$ cat src/rtl/reset_sequencer.sv
// Multi-channel power-on reset sequencer: waits for clock lock, holds all domains for a
// common time, then releases them in index order with per-channel delays.
module reset_sequencer #(
  parameter int                   NUM_CH      = 3,
  parameter int                   CLKS_PER_MS = 54000,
  parameter int                   INIT_MS     = 50,
  parameter logic [NUM_CH*16-1:0] DELAY_MS    = {16'd10, 16'd0, 16'd0}
) (
  input  logic              clk,
  input  logic              rst_n,
  input  logic              lock_i,
  input  logic              sw_rst_i,
  output logic [NUM_CH-1:0] rst_o,
  output logic [NUM_CH-1:0] rst_n_o,
  output logic              done_o,
  output logic [1:0]        state_o,
  output logic [3:0]        ch_o
);

  typedef enum logic [1:0] {
    S_WAIT_LOCK = 2'd0,
    S_HOLD      = 2'd1,
    S_STEP      = 2'd2,
    S_DONE      = 2'd3
  } state_t;

  localparam longint      INIT_PROD = longint'(INIT_MS) * longint'(CLKS_PER_MS);
  localparam logic [31:0] INIT_CYC  = (INIT_PROD == 64'sd0) ? 32'd1 : 32'(INIT_PROD);

  if ((NUM_CH < 1) || (NUM_CH > 16)) begin : g_bad_num_ch
    $error("reset_sequencer: NUM_CH must be in 1..16");
  end
  if (INIT_PROD >= 64'sh1_0000_0000) begin : g_bad_init
    $error("reset_sequencer: INIT_MS * CLKS_PER_MS does not fit in 32 bits");
  end

  // Per-channel step lengths; unused slots are padded so a 4-bit index is always legal.
  logic [31:0] w_len [16];
  for (genvar k = 0; k < 16; k++) begin : g_len
    if (k < NUM_CH) begin : g_used
      localparam longint PROD = longint'(DELAY_MS[16*k +: 16]) * longint'(CLKS_PER_MS);
      if (PROD >= 64'sh1_0000_0000) begin : g_bad_delay
        $error("reset_sequencer: DELAY_MS field * CLKS_PER_MS does not fit in 32 bits");
      end
      assign w_len[k] = (PROD == 64'sd0) ? 32'd1 : 32'(PROD);
    end else begin : g_unused
      assign w_len[k] = 32'd1;
    end
  end

  logic              r_lock_meta;
  logic              r_lock_s;
  state_t            r_state;
  logic [3:0]        r_ch;
  logic [31:0]       r_cnt;
  logic [NUM_CH-1:0] r_rst;
  logic              r_done;

  state_t            w_state_nxt;
  logic [3:0]        w_ch_nxt;
  logic [31:0]       w_cnt_nxt;
  logic [NUM_CH-1:0] w_rst_nxt;
  logic              w_done_nxt;

  // State, counter, output and lock-synchroniser registers.
  always_ff @(posedge clk or negedge rst_n) begin
    if (!rst_n) begin
      r_lock_meta <= 1'b0;
      r_lock_s    <= 1'b0;
      r_state     <= S_WAIT_LOCK;
      r_ch        <= 4'd0;
      r_cnt       <= 32'd0;
      r_rst       <= {NUM_CH{1'b1}};
      r_done      <= 1'b0;
    end else begin
      r_lock_meta <= lock_i;
      r_lock_s    <= r_lock_meta;
      r_state     <= w_state_nxt;
      r_ch        <= w_ch_nxt;
      r_cnt       <= w_cnt_nxt;
      r_rst       <= w_rst_nxt;
      r_done      <= w_done_nxt;
    end
  end

  // Next-state logic: normal sequencing first, then lock loss / re-trigger overrides.
  always_comb begin
    w_state_nxt = r_state;
    w_ch_nxt    = r_ch;
    w_cnt_nxt   = r_cnt + 32'd1;
    w_rst_nxt   = r_rst;
    w_done_nxt  = r_done;

    case (r_state)
      S_WAIT_LOCK: begin
        w_rst_nxt  = {NUM_CH{1'b1}};
        w_done_nxt = 1'b0;
        w_ch_nxt   = 4'd0;
        if (r_lock_s) begin
          w_state_nxt = S_HOLD;
          w_cnt_nxt   = 32'd0;
        end else begin
          w_state_nxt = S_WAIT_LOCK;
        end
      end
      S_HOLD: begin
        w_rst_nxt = {NUM_CH{1'b1}};
        if (r_cnt == INIT_CYC - 32'd1) begin
          w_state_nxt = S_STEP;
          w_ch_nxt    = 4'd0;
          w_cnt_nxt   = 32'd0;
        end else begin
          w_state_nxt = S_HOLD;
        end
      end
      S_STEP: begin
        if (r_cnt == w_len[r_ch] - 32'd1) begin
          for (int k = 0; k < NUM_CH; k++) begin
            w_rst_nxt[k] = r_rst[k] & (4'(k) != r_ch);
          end
          w_cnt_nxt = 32'd0;
          if (r_ch == 4'(NUM_CH - 1)) begin
            w_state_nxt = S_DONE;
            w_done_nxt  = 1'b1;
            w_ch_nxt    = 4'd0;
          end else begin
            w_ch_nxt = r_ch + 4'd1;
          end
        end else begin
          w_state_nxt = S_STEP;
        end
      end
      S_DONE: begin
        w_rst_nxt  = {NUM_CH{1'b0}};
        w_done_nxt = 1'b1;
      end
      default: begin
        w_state_nxt = S_WAIT_LOCK;
        w_rst_nxt   = {NUM_CH{1'b1}};
        w_done_nxt  = 1'b0;
        w_ch_nxt    = 4'd0;
        w_cnt_nxt   = 32'd0;
      end
    endcase

    if ((r_state != S_WAIT_LOCK) && !r_lock_s) begin
      w_state_nxt = S_WAIT_LOCK;
      w_rst_nxt   = {NUM_CH{1'b1}};
      w_done_nxt  = 1'b0;
      w_ch_nxt    = 4'd0;
      w_cnt_nxt   = 32'd0;
    end else if ((r_state != S_WAIT_LOCK) && sw_rst_i) begin
      w_state_nxt = S_HOLD;
      w_rst_nxt   = {NUM_CH{1'b1}};
      w_done_nxt  = 1'b0;
      w_ch_nxt    = 4'd0;
      w_cnt_nxt   = 32'd0;
    end else begin
      w_state_nxt = w_state_nxt;
    end
  end

  assign rst_o   = r_rst;
  assign rst_n_o = ~r_rst;
  assign done_o  = r_done;
  assign state_o = r_state;
  assign ch_o    = r_ch;

endmodule
$ cat config.mk
export PLATFORM = sky130hd
export DESIGN_NAME = reset_sequencer
export DESIGN_NICKNAME = d
export VERILOG_FILES = /design/src/rtl/reset_sequencer.sv
export SDC_FILE = /design/constraint.sdc
export NUM_CORES = 1
export LEC_CHECK = 0
export ABC_AREA = 0
export BUFFER_PORTS_ARGS = -buffer_cell sky130_fd_sc_hd__buf_2
export CORE_ASPECT_RATIO = 1.25
export CORE_MARGIN = 4
export CORE_UTILIZATION = 52
export CTS_BUF_LIST = sky130_fd_sc_hd__clkbuf_8
export DETAILED_ROUTE_END_ITERATION = 7
export GPL_TIMING_DRIVEN = 0
export HOLD_SLACK_MARGIN = 0.12
export PLACE_DENSITY_LB_ADDON = 0.3
export REMOVE_ABC_BUFFERS = 1
export SLEW_MARGIN = 0
export SYNTH_ARGS = -nofsm -noshare
export SYNTH_HDL_FRONTEND = slang
export SYNTH_SLANG_ARGS = --single-unit
$ cat constraint.sdc
create_clock -name clk -period 3.9 [get_ports clk]
set_input_delay 0.195 -clock clk [delete_from_list [all_inputs] [get_ports clk]]
set_output_delay 0.195 -clock clk [all_outputs]
set_load 0.02 [all_outputs]
# Yosys cells after proc, flatten, opt, wreduce, memory -nomap -nowiden

Memory sizes are Yosys's and may differ from the RTL's.
Cells that the tools add are included.

Shift-type cells: 0
$lt $le $gt $ge: 1
Reductions and logical operators: 12
Divide/modulo/power cells: 0
Muxes and demuxes: 30
Equality and inequality tests: 12
Multiply operators: 0
Bitwise operators: 5
Add/subtract/negate cells: 3

Operators with widths:

| cell                                                   | count |
|---|---|
| two-way mux 32 bit                                     | 7 |
| case mux 32 bit (3 select lines)                       | 1 |
| adder 32 x 1 -> 32 bit (second input constant)         | 1 |
| equality test 32 x 22 -> 1 bit (second input constant) | 1 |
| equality test 32 bit                                   | 1 |
| subtractor 32 x 1 -> 32 bit (second input constant)    | 1 |
| two-way mux 4 bit                                      | 5 |
| inequality test 4 bit (second input constant)          | 3 |
| case mux 4 bit (3 select lines)                        | 1 |
| two-way mux 2 bit                                      | 5 |
| nonzero test 5 bit                                     | 2 |
| two-way mux 3 bit                                      | 3 |
| case mux 3 bit (3 select lines)                        | 1 |
| case mux 2 bit (3 select lines)                        | 1 |
| AND reduction 3 bit                                    | 2 |
| >= comparator 5 bit (second input constant)            | 1 |
| two-way mux 1 bit                                      | 5 |
| inequality test 5 bit (second input constant)          | 1 |
| NOT 4 -> 5 bit                                         | 1 |
| adder 4 x 1 -> 4 bit (second input constant)           | 1 |
| equality test 2 bit (second input constant)            | 2 |
| equality test 4 x 2 -> 1 bit (second input constant)   | 1 |
| inequality test 1 x 4 -> 1 bit (first input constant)  | 1 |
| inequality test 2 x 4 -> 1 bit (first input constant)  | 1 |
| 11 further kinds                                       | 14 |

Memories kept: 1
Bits in read-only memories: 512
Output and inout bits: 13
Latch bits: 0
Register bits: 44
Input port bits: 4
RAM bits: 0
Word-level logic and storage cells: 71

Memory list:

| memory          | depth | width | rd ports | clocked after Yosys merged registers in | write ports | RTL line | RTL |
|---|---|---|---|---|---|---|---|
| (no name shown) | 16    | 32    | 1        | 0                                       | 0           | 117      | `if (r_cnt == w_len[r_ch] - 32'd1) begin` |

# Depth between registers and ports, before layout

Gate-level depths: netlist of run 1.

Depth in word-level cells: 10
Mapped depth: 8
Depth with buffers taken out: 8

# Least setup slack after synthesis of run 1

Ideal clock, no wire load.

Path kind: reg-to-reg
Start point: register r_ch[0], in the netlist ch_o[0]
End point: register r_ch[1], in the netlist ch_o[1]
Buffers on the path: 1
Slack: 1.412 ns
Arrival: 2.364 ns
Clock period less this slack: 2.488 ns
Data required time: 3.776 ns
Stages on the path, launching flop included: 7
Setup time: 0.124 ns
Cell sequence: dfrtp_1 -> clkbuf_1 -> nor4b_1 -> mux2_2 -> o21a_4 -> or3_4 -> a211o_1

Word-level cells in the longest chain between the ends: 8
Elaborated cells between the ends (all ways): 15
Classes of those cells: add/sub (2); eq/ne (3); mux (7); bitwise (1); reduce/logical (1); memory (1)

RTL lines:

| what                                                  | RTL line | RTL |
|---|---|---|
| from (decl)                                           | 54       | `logic [3:0] r_ch;` |
| from (signal assigned)                                | 79       | `r_ch <= w_ch_nxt;` |
| NOT 4 -> 5 bit (implied by the code)                  | 117      |  |
| memory read (16 x 32 bit)                             | --       |  |
| two-way mux 32 bit (implied by the code) (2 in a row) | 117      |  |
| subtractor 32 x 1 -> 32 bit                           | 117      |  |
| equality test 32 bit                                  | 117      |  |
| inequality test 4 bit (no line)                       | --       |  |
| AND reduction 3 bit (no line)                         | --       |  |

Parallel ways exist; a longest one is shown, timed or not. The select of a mux whose other input is x is not followed.
A chain may end at the register's enable or synchronous reset.

# Worst setup path after layout of run 1

Start point: register r_cnt[0]
End point: register r_cnt[7]

Word-level cells in the longest chain between the ends: 5
Elaborated cells between the ends (all ways): 9
Classes of those cells: add/sub (1); eq/ne (2); mux (6)

RTL lines:

| what                                                 | RTL line     | RTL |
|---|---|---|
| from (decl)                                          | 55           | `logic [31:0] r_cnt;` |
| from (signal assigned)                               | 80           | `r_cnt <= w_cnt_nxt;` |
| adder 32 x 1 -> 32 bit, or another cell as far along | 90           | `w_cnt_nxt = r_cnt + 32'd1;` |
| two-way mux 32 bit, on equally long branches         | 117, 108, 99 |  |
| case mux 32 bit (3 select lines) (*)                 | 94           | `case (r_state)` |
| two-way mux 32 bit (*)                               | 152          | `end else if ((r_state != S_WAIT_LOCK) && sw_rst_i) begin` |
| two-way mux 32 bit (*)                               | 146          | `if ((r_state != S_WAIT_LOCK) && !r_lock_s) begin` |
| net w_cnt_nxt[7]                                     | 61           | `logic [31:0] w_cnt_nxt;` |

The timed path passes the listed nets; every way through them passes the cells marked *.

==> metrics.txt, run 1 <==
# TYPE chip_impl_metric gauge
chip_impl_metric{name="clock_sink_count",unit=""} 44
chip_impl_metric{name="number_of_maximum_capacitance_violations",unit=""} 0
chip_impl_metric{name="asyncSetResetFlopFracSynth",unit="%"} 100
chip_impl_metric{name="fp.dieH",unit="microns"} 84.1
chip_impl_metric{name="worstPathMaxFanout",unit=""} 18
chip_impl_info{name="worstSetupStartpointType",value="register"} 1
chip_impl_info{name="grt_setup_unrepaired",value="false"} 1
chip_impl_metric{name="placement_rows",unit=""} 27
chip_impl_metric{name="drt.antenna.violating_nets",unit=""} 0
chip_impl_metric{name="total_of_endpoints_with_negative_setup_slack_in_the_final_report",unit=""} 0
chip_impl_metric{name="max_freq",unit="MHz"} 352
chip_impl_metric{name="static-leakage-power",unit="uW"} 0.00120
chip_impl_metric{name="critPathMaxStageDelay",unit="ns"} 0.59
chip_impl_metric{name="remaining_drc_errors",unit=""} 0
chip_impl_metric{name="hold_viol_final",unit=""} 0
chip_impl_metric{name="layout_worst_path_cycle_share",unit="%"} 72.8
chip_impl_metric{name="post_layout_min_period",unit="ns"} 2.84
chip_impl_metric{name="n_antenna_cell",unit=""} 0
chip_impl_metric{name="route.vias.total",unit=""} 1915
chip_impl_metric{name="drt-pass1-iter-count",unit=""} 4
chip_impl_metric{name="aggregate_global_route_resource_usage",unit="%"} 19.1
chip_impl_metric{name="total_global_routing_overflow",unit=""} 0
chip_impl_metric{name="tightestPinTransition",unit="ns"} 0.950
chip_impl_metric{name="edff_count_synth",unit=""} 0
chip_impl_metric{name="finalNetCount",unit=""} 290
chip_impl_metric{name="cts.reportedPaths.clkPinSlew",unit="ns"} 0.08
chip_impl_metric{name="final_cells",unit=""} 339
chip_impl_metric{name="globalplace.congestion",unit=""} 0.776
chip_impl_info{name="critical_path.slowest_cell",value="a21oi_2"} 1
chip_impl_metric{name="total_placed_cells_including_tap_cells",unit=""} 329
chip_impl_metric{name="synth.distinct_cells",unit=""} 43
chip_impl_metric{name="cts_inserted_buffers",unit=""} 5
chip_impl_metric{name="cts.path.max_buffers",unit=""} 2
chip_impl_metric{name="total_die_area",unit="sq mm"} 0.00579
chip_impl_info{name="result_of_the_run",value="finished, final reports clean"} 1
chip_impl_metric{name="power.density_cell_area",unit="mW/mm^2"} 391
chip_impl_metric{name="wire_per_inst",unit="microns"} 14.4
chip_impl_metric{name="pwr-share-seq",unit="%"} 47.8
chip_impl_metric{name="netlist_area",unit="sq mm"} 0.00241
chip_impl_metric{name="max-slew-margin-rel",unit="%"} 36.7
chip_impl_metric{name="start_util",unit="%"} 54.0
chip_impl_metric{name="grt_antenna_before_repair",unit=""} 0
chip_impl_metric{name="detail_route.iter0.violations",unit=""} 154
chip_impl_metric{name="power.net_switching",unit="uW"} 339
chip_impl_metric{name="post_route_cells_drive_above_1_share",unit="%"} 13.2
chip_impl_metric{name="cp_data_arrival_time",unit="ns"} 3.04
chip_impl_info{name="worst_hold_path_type",value="primary input to register"} 1
chip_impl_metric{name="setup_skew",unit="ns"} 0.00637
chip_impl_metric{name="ys_warn_count",unit=""} 0
chip_impl_metric{name="power.switching_fraction",unit="%"} 32.6
chip_impl_metric{name="placeableCoreArea",unit="sq mm"} 0.00446
chip_impl_info{name="tritoncts",value="yes"} 1
chip_impl_metric{name="areaGrowthSynthToFinish",unit="%"} 10.5
chip_impl_metric{name="drt_wl_total",unit="microns"} 4900
chip_impl_metric{name="vias_per_cell",unit=""} 5.65
chip_impl_info{name="category_of_the_most_critical_setup_path",value="register to register"} 1
chip_impl_metric{name="finish.instance_area",unit="sq mm"} 0.00266
chip_impl_metric{name="comb_power_share",unit="%"} 23.3
chip_impl_metric{name="syn-mean-instance-area",unit="sq um"} 9.23
chip_impl_metric{name="ir_drop",unit="uV"} 206
chip_impl_metric{name="post_cts.repair.setup_buffers",unit=""} 0
chip_impl_metric{name="grt_max_degree",unit=""} 45
chip_impl_metric{name="power.clock.fraction",unit="%"} 28.9
chip_impl_metric{name="timing.final.max_slew_violations",unit=""} 0
chip_impl_metric{name="syn_inst",unit=""} 261
chip_impl_metric{name="placed_area",unit="sq mm"} 0.00255
chip_impl_metric{name="ios",unit=""} 17
chip_impl_metric{name="required",unit="ns"} 4.10
chip_impl_metric{name="grt_pass1_wl",unit="microns"} 8530
chip_impl_info{name="synthFlopType",value="dfrtp_1"} 1
chip_impl_metric{name="p_int",unit="uW"} 703
chip_impl_metric{name="fin_hold_ws",unit="ns"} 0.238
chip_impl_metric{name="sequential_fraction_of_the_synthesis_area",unit="%"} 45.8
chip_impl_info{name="buffer_type_at_the_clock_tree_root",value="clkbuf_8"} 1
chip_impl_metric{name="cts_max_level",unit=""} 2
chip_impl_metric{name="synth-seq-cells",unit=""} 44
chip_impl_metric{name="hpwl",unit="microns"} 3440
chip_impl_metric{name="dieWidth",unit="microns"} 68.9
chip_impl_info{name="crit_path_cell_trace",value="ha_1 -> nand4_1 -> or4_1 -> o21ai_1 -> nand3b_1 -> a21oi_2 -> buf_8 -> nor2_1"} 1
chip_impl_info{name="cp-end-kind",value="register"} 1
chip_impl_metric{name="io_buffer_count",unit=""} 16
chip_impl_metric{name="via_count_of_the_first_global_routing_pass",unit=""} 1880
chip_impl_metric{name="insertion_delay",unit="ns"} 0.31
Yosys cell counts (2+ instances only):
cell      number  area, sq um
xor2_1        16          140
and4_1         5         43.8
nor4_1         8         50.1
buf_2          3         15.0
or3_1          4         25.0
nand4_1       11         68.8
xnor2_1       11         96.3
a21oi_1       10         50.1
nor3b_1        2         15.0
and2_1         2         12.5
a211o_1        2         17.5
nand2_1       20         75.1
nand3_1       13         65.1
nor2_1        45          169
and3_1         4         25.0
dfrtp_1       41         1030
nor3_1         2         10.0
ha_1           6         75.1
clkbuf_1       3         11.3
dfstp_2        3         78.8
o21ai_0        8         40.0
a21o_1         3         22.5
or2_2          2         12.5
inv_1         12         45.0
or4_1          5         37.5
nor4b_1        3         26.3
logic make-up after synthesis:
family	count (synthesis)	share of synthesized area (%)
AND/OR/NAND/NOR	133	29.1
flip-flops	44	45.8
AO/OA/AOI/OAI	30	8.05
XOR/XNOR	27	9.81
buffers and inverters	19	3.17
adder cells (fa/ha/maj)	6	3.12
multiplexers	2	0.883
critical path, delay by kind of cell, from the launching register on:
kind | cells | cell delay, ns
AOI/OAI and AO/OA | 2 | 0.79
DFF | 1 | 0.44
adders and majority gates | 1 | 0.23
and+or+nand+nor | 4 | 1.01
buffers and inverters | 1 | 0.25
per-layer routing:
layer / share of wire (%) / wire length [microns] / vias up / GRT usage [%]
li1: - / - / 951 / -
met1: 45 / 2200 / 925 / 24.3
met2: 50 / 2450 / 32 / 31.0
met3: 3.4 / 164 / 7 / 5.26
met4: 1.7 / 85 / 0 / 6.03
met5: 0 / 0 / - / 0
cell type report:
cell class / count / area (sq um)
inverters: 12 / 45.0
flip-flops and latches: 44 / 1100
repair buffers: 19 / 115
clock buffers: 6 / 82.6
well taps: 58 / 72.6
multi-input cells: 198 / 1230
clock inverters: 2 / 10.0
fillers: 408 / 1800
what timing repair did:
action,in CTS,in global routing
hold buffers,2,0
resized for setup,0,0
hold endpoints to repair,42,0
power groups by stage:
stage	Sequential (uW)	Clock (uW)	Combinational (uW)
finish	498	301	243
global route	502	335	280
CTS	498	307	247
detailed placement	507	0	243
global placement	506	0	222
floorplan	508	0	157
path summary, 6_finish.rpt:
check	startpoint	end	slack [ns]	depth (start not counted)
max	r_cnt[0]	r_cnt[7]	1.06	8
min	sw_rst_i	state_o[0]	0.24	3
max reg2reg	r_cnt[0]	r_cnt[7]	1.06	8
min reg2reg	r_lock_meta	r_lock_s	0.35	0
max in group asynchronous	rst_n	r_lock_meta	2.73	2
min in group asynchronous	rst_n	state_o[0]	0.57	2
cell usage in the layout, fill, tap and decap left out, drive strengths merged, types with 8 or more instances in the layout:
| cell | n |
|---|---|
| nand4 | 11 |
| nor2 | 45 |
| nand3 | 14 |
| a21oi | 10 |
| nand2 | 20 |
| o21ai | 9 |
| buf | 17 |
| inv | 12 |
| dfrtp | 41 |
| nor4 | 8 |
| xnor2 | 11 |
| xor2 | 16 |
flip-flops by register name (all words and copies together) (netlist names):
name,flops
r_lock_meta,1
done_o,1
rst_o,3
ch_o,4
r_lock_s,1
state_o,2
r_cnt,32
metrics by stage:
stage,setup WS (ns),power [uW],TNS (ns),utilization [%]
floorplan,0.851,665,0,-
global placement,-0.0454,728,-0.914,56.8
detailed placement,1.07,750,0,57.2
CTS,1.05,1050,0,59.7
global route,0.807,1120,0,59.7
finish,1.06,1040,0,59.7
Power figures use the tool's default switching activity.
==> inputs of run 2 (changes only) <==
==> constraint.sdc (replaced) <==
create_clock -name clk -period 3 [get_ports clk]
set_input_delay 0.15 -clock clk [delete_from_list [all_inputs] [get_ports clk]]
set_output_delay 0.15 -clock clk [all_outputs]
set_load 0.02 [all_outputs]
==> run 2 against run 1 <==
- core utilization rose by 0.17 points
- fmax up 5.0%
- global-route usage did not move
- largest power group unchanged
- power up 31%
- sequential share of layout area is 0.12 points lower
- cell area up 0.28%
- clock-buffer cell count unchanged
- combinational power up 34%
==> metrics.txt, run 2 (same netlist as run 1, synthesis figures left out) <==
# TYPE chip_impl_metric gauge
chip_impl_info{name="result_of_the_run",value="finished, final reports clean"} 1
chip_impl_metric{name="route.vias.total",unit=""} 1934
chip_impl_metric{name="n_antenna_cell",unit=""} 0
chip_impl_info{name="cp-end-kind",value="register"} 1
chip_impl_metric{name="ir_drop",unit="uV"} 270
chip_impl_metric{name="power.density_cell_area",unit="mW/mm^2"} 511
chip_impl_metric{name="fillCellCount",unit=""} 405
chip_impl_info{name="worst_setup_path_endpoint",value="r_cnt[7]"} 1
chip_impl_info{name="mostFrequentLayoutCell",value="nor2_1"} 1
chip_impl_metric{name="grt_antenna_before_repair",unit=""} 0
chip_impl_info{name="category_of_the_most_critical_setup_path",value="register to register"} 1
chip_impl_metric{name="total_die_area",unit="sq mm"} 0.00579
chip_impl_metric{name="dieWidth",unit="microns"} 68.9
chip_impl_metric{name="hold_viol_final",unit=""} 0
chip_impl_metric{name="finalNetCount",unit=""} 290
chip_impl_info{name="layout.cells.most_common_list",value="45 x nor2_1, 41 x dfrtp_1, 20 x nand2_1, 16 x xor2_1, 16 x buf_2"} 1
chip_impl_metric{name="tightestPinTransition",unit="ns"} 0.950
chip_impl_metric{name="hpwl",unit="microns"} 3440
chip_impl_metric{name="post_layout_min_period",unit="ns"} 2.70
chip_impl_metric{name="critPathMaxStageDelay",unit="ns"} 0.58
chip_impl_metric{name="grt_max_degree",unit=""} 45
chip_impl_info{name="crit_path_cell_trace",value="ha_1 -> nand4_1 -> or4_1 -> o21ai_1 -> nand3b_1 -> a21oi_4 -> buf_8 -> nor2_1"} 1
chip_impl_metric{name="worstPathMaxFanout",unit=""} 18
chip_impl_metric{name="cts_inserted_buffers",unit=""} 5
chip_impl_metric{name="placement_rows",unit=""} 27
chip_impl_metric{name="insertion_delay",unit="ns"} 0.31
chip_impl_metric{name="areaGrowthSynthToFinish",unit="%"} 10.8
chip_impl_info{name="reg2reg_from",value="r_cnt[0]"} 1
chip_impl_metric{name="largest_reg_flops",unit=""} 32
chip_impl_metric{name="total_global_routing_overflow",unit=""} 0
chip_impl_metric{name="post_cts.repair.setup_buffers",unit=""} 0
chip_impl_info{name="tritoncts",value="yes"} 1
chip_impl_metric{name="multi_input_area",unit="sq mm"} 0.00124
chip_impl_metric{name="io_buffer_count",unit=""} 16
chip_impl_metric{name="cts_max_level",unit=""} 2
chip_impl_metric{name="fin_hold_ws",unit="ns"} 0.189
chip_impl_metric{name="utilization",unit="%"} 59.9
chip_impl_metric{name="globalplace.congestion",unit=""} 0.776
chip_impl_metric{name="detail_route.iter0.violations",unit=""} 150
chip_impl_metric{name="remaining_drc_errors",unit=""} 0
chip_impl_metric{name="cts.path.max_buffers",unit=""} 2
chip_impl_info{name="worst_hold_path_type",value="primary input to register"} 1
chip_impl_metric{name="placeableCoreArea",unit="sq mm"} 0.00446
chip_impl_metric{name="layout_worst_path_cycle_share",unit="%"} 90.1
chip_impl_info{name="largest_register",value="r_cnt"} 1
chip_impl_metric{name="post_route_cells_drive_above_1_share",unit="%"} 13.2
chip_impl_metric{name="setup_total_negative_slack",unit="ns"} 0
chip_impl_metric{name="setup_skew",unit="ns"} 0.00441
chip_impl_info{name="critical_path.slowest_cell",value="or4_1"} 1
chip_impl_metric{name="wire_per_inst",unit="microns"} 14.5
chip_impl_info{name="grt_setup_unrepaired",value="false"} 1
chip_impl_metric{name="via_count_of_the_first_global_routing_pass",unit=""} 1880
chip_impl_info{name="launching_element_of_the_worst_setup_path",value="r_cnt[0]"} 1
chip_impl_metric{name="grt_pass1_wl",unit="microns"} 8530
chip_impl_metric{name="static-leakage-power",unit="uW"} 0.00120
chip_impl_metric{name="timing.final.max_slew_violations",unit=""} 0
chip_impl_info{name="worstSetupStartpointType",value="register"} 1
chip_impl_metric{name="rr_worst_depth",unit=""} 8
chip_impl_info{name="timing.rr.end",value="r_cnt[7]"} 1
chip_impl_info{name="buffer_type_at_the_clock_tree_root",value="clkbuf_8"} 1
chip_impl_metric{name="cts.reportedPaths.clkPinSlew",unit="ns"} 0.08
chip_impl_metric{name="fp.dieH",unit="microns"} 84.1
chip_impl_metric{name="setup.reg_to_reg.worst_slack",unit="ns"} 0.30
chip_impl_metric{name="seqCellArea",unit="sq mm"} 0.00110
chip_impl_metric{name="total_of_endpoints_with_negative_setup_slack_in_the_final_report",unit=""} 0
chip_impl_metric{name="max_freq",unit="MHz"} 370
chip_impl_metric{name="required",unit="ns"} 3.20
chip_impl_metric{name="aggregate_global_route_resource_usage",unit="%"} 19.1
chip_impl_metric{name="ios",unit=""} 17
chip_impl_metric{name="max-slew-margin-rel",unit="%"} 36.7
chip_impl_metric{name="drt.antenna.violating_nets",unit=""} 0
chip_impl_metric{name="start_util",unit="%"} 54.0
chip_impl_metric{name="vias_per_cell",unit=""} 5.71
chip_impl_metric{name="drt_wl_total",unit="microns"} 4900
chip_impl_metric{name="clock_sink_count",unit=""} 44
chip_impl_metric{name="number_of_maximum_capacitance_violations",unit=""} 0
chip_impl_metric{name="cp_data_arrival_time",unit="ns"} 2.90
chip_impl_metric{name="drt-pass1-iter-count",unit=""} 4
[run 2: layout make-up]
| class | count | area share (%) |
|---|---|---|
| Clock buffer | 6 | 3.09 |
| Clock inverter | 2 | 0.375 |
| Inverter | 12 | 1.69 |
| Multi-Input combinational cell | 198 | 46.4 |
| Sequential cell | 44 | 41.4 |
| Tap cell | 58 | 2.72 |
| Timing Repair Buffer | 19 | 4.31 |
[run 2: critical path, delay by kind of cell (launching register included)]
family | cells | cell delay [ns]
buf+inv | 1 | 0.23
compound gates | 2 | 0.66
fa+ha+maj | 1 | 0.23
simple gates | 4 | 1.04
flops | 1 | 0.44
[run 2: power breakdown]
part           leakage [uW]  internal [uW]  switching [uW]  total, uW
Sequential         0.000595            615            33.2        648
Clock             0.0000510            184             208        392
Combinational      0.000555            119             206        325
[run 2: per-stage QoR]
step	area [sq um]	power (uW)	instances	setup slack (ns)
after floorplan	2380	865	254	-0.0493
after CTS	2660	1370	339	0.151
final	2670	1360	339	0.296
after global placement	2530	946	328	-0.945
after global routing	2670	1460	339	0.109
after detailed placement	2550	975	329	0.175
[run 2: routing by layer]
| metal | global-route usage [%] | part of all wire (%) |
|---|---|---|
| met3 | 5.26 | 3.3 |
| met1 | 24.3 | 45 |
| met5 | 0 | 0 |
| met4 | 6.03 | 1.7 |
| met2 | 31.0 | 50 |
[run 2: repair_timing]
action,in CTS,in global routing
hold buffers,2,0
setup endpoints to repair,0,18
hold endpoints to repair,42,0
resized for setup,0,1
[run 2: worst min path at each step]
stage / to / cells past startpoint / from
detailed placement: r_lock_meta / 1 / lock_i
global placement: r_lock_meta / 1 / lock_i
floorplan: ch_o[0] / 0 / rst_n
CTS: state_o[0] / 3 / sw_rst_i
global route: state_o[0] / 3 / sw_rst_i
finish: state_o[0] / 3 / sw_rst_i
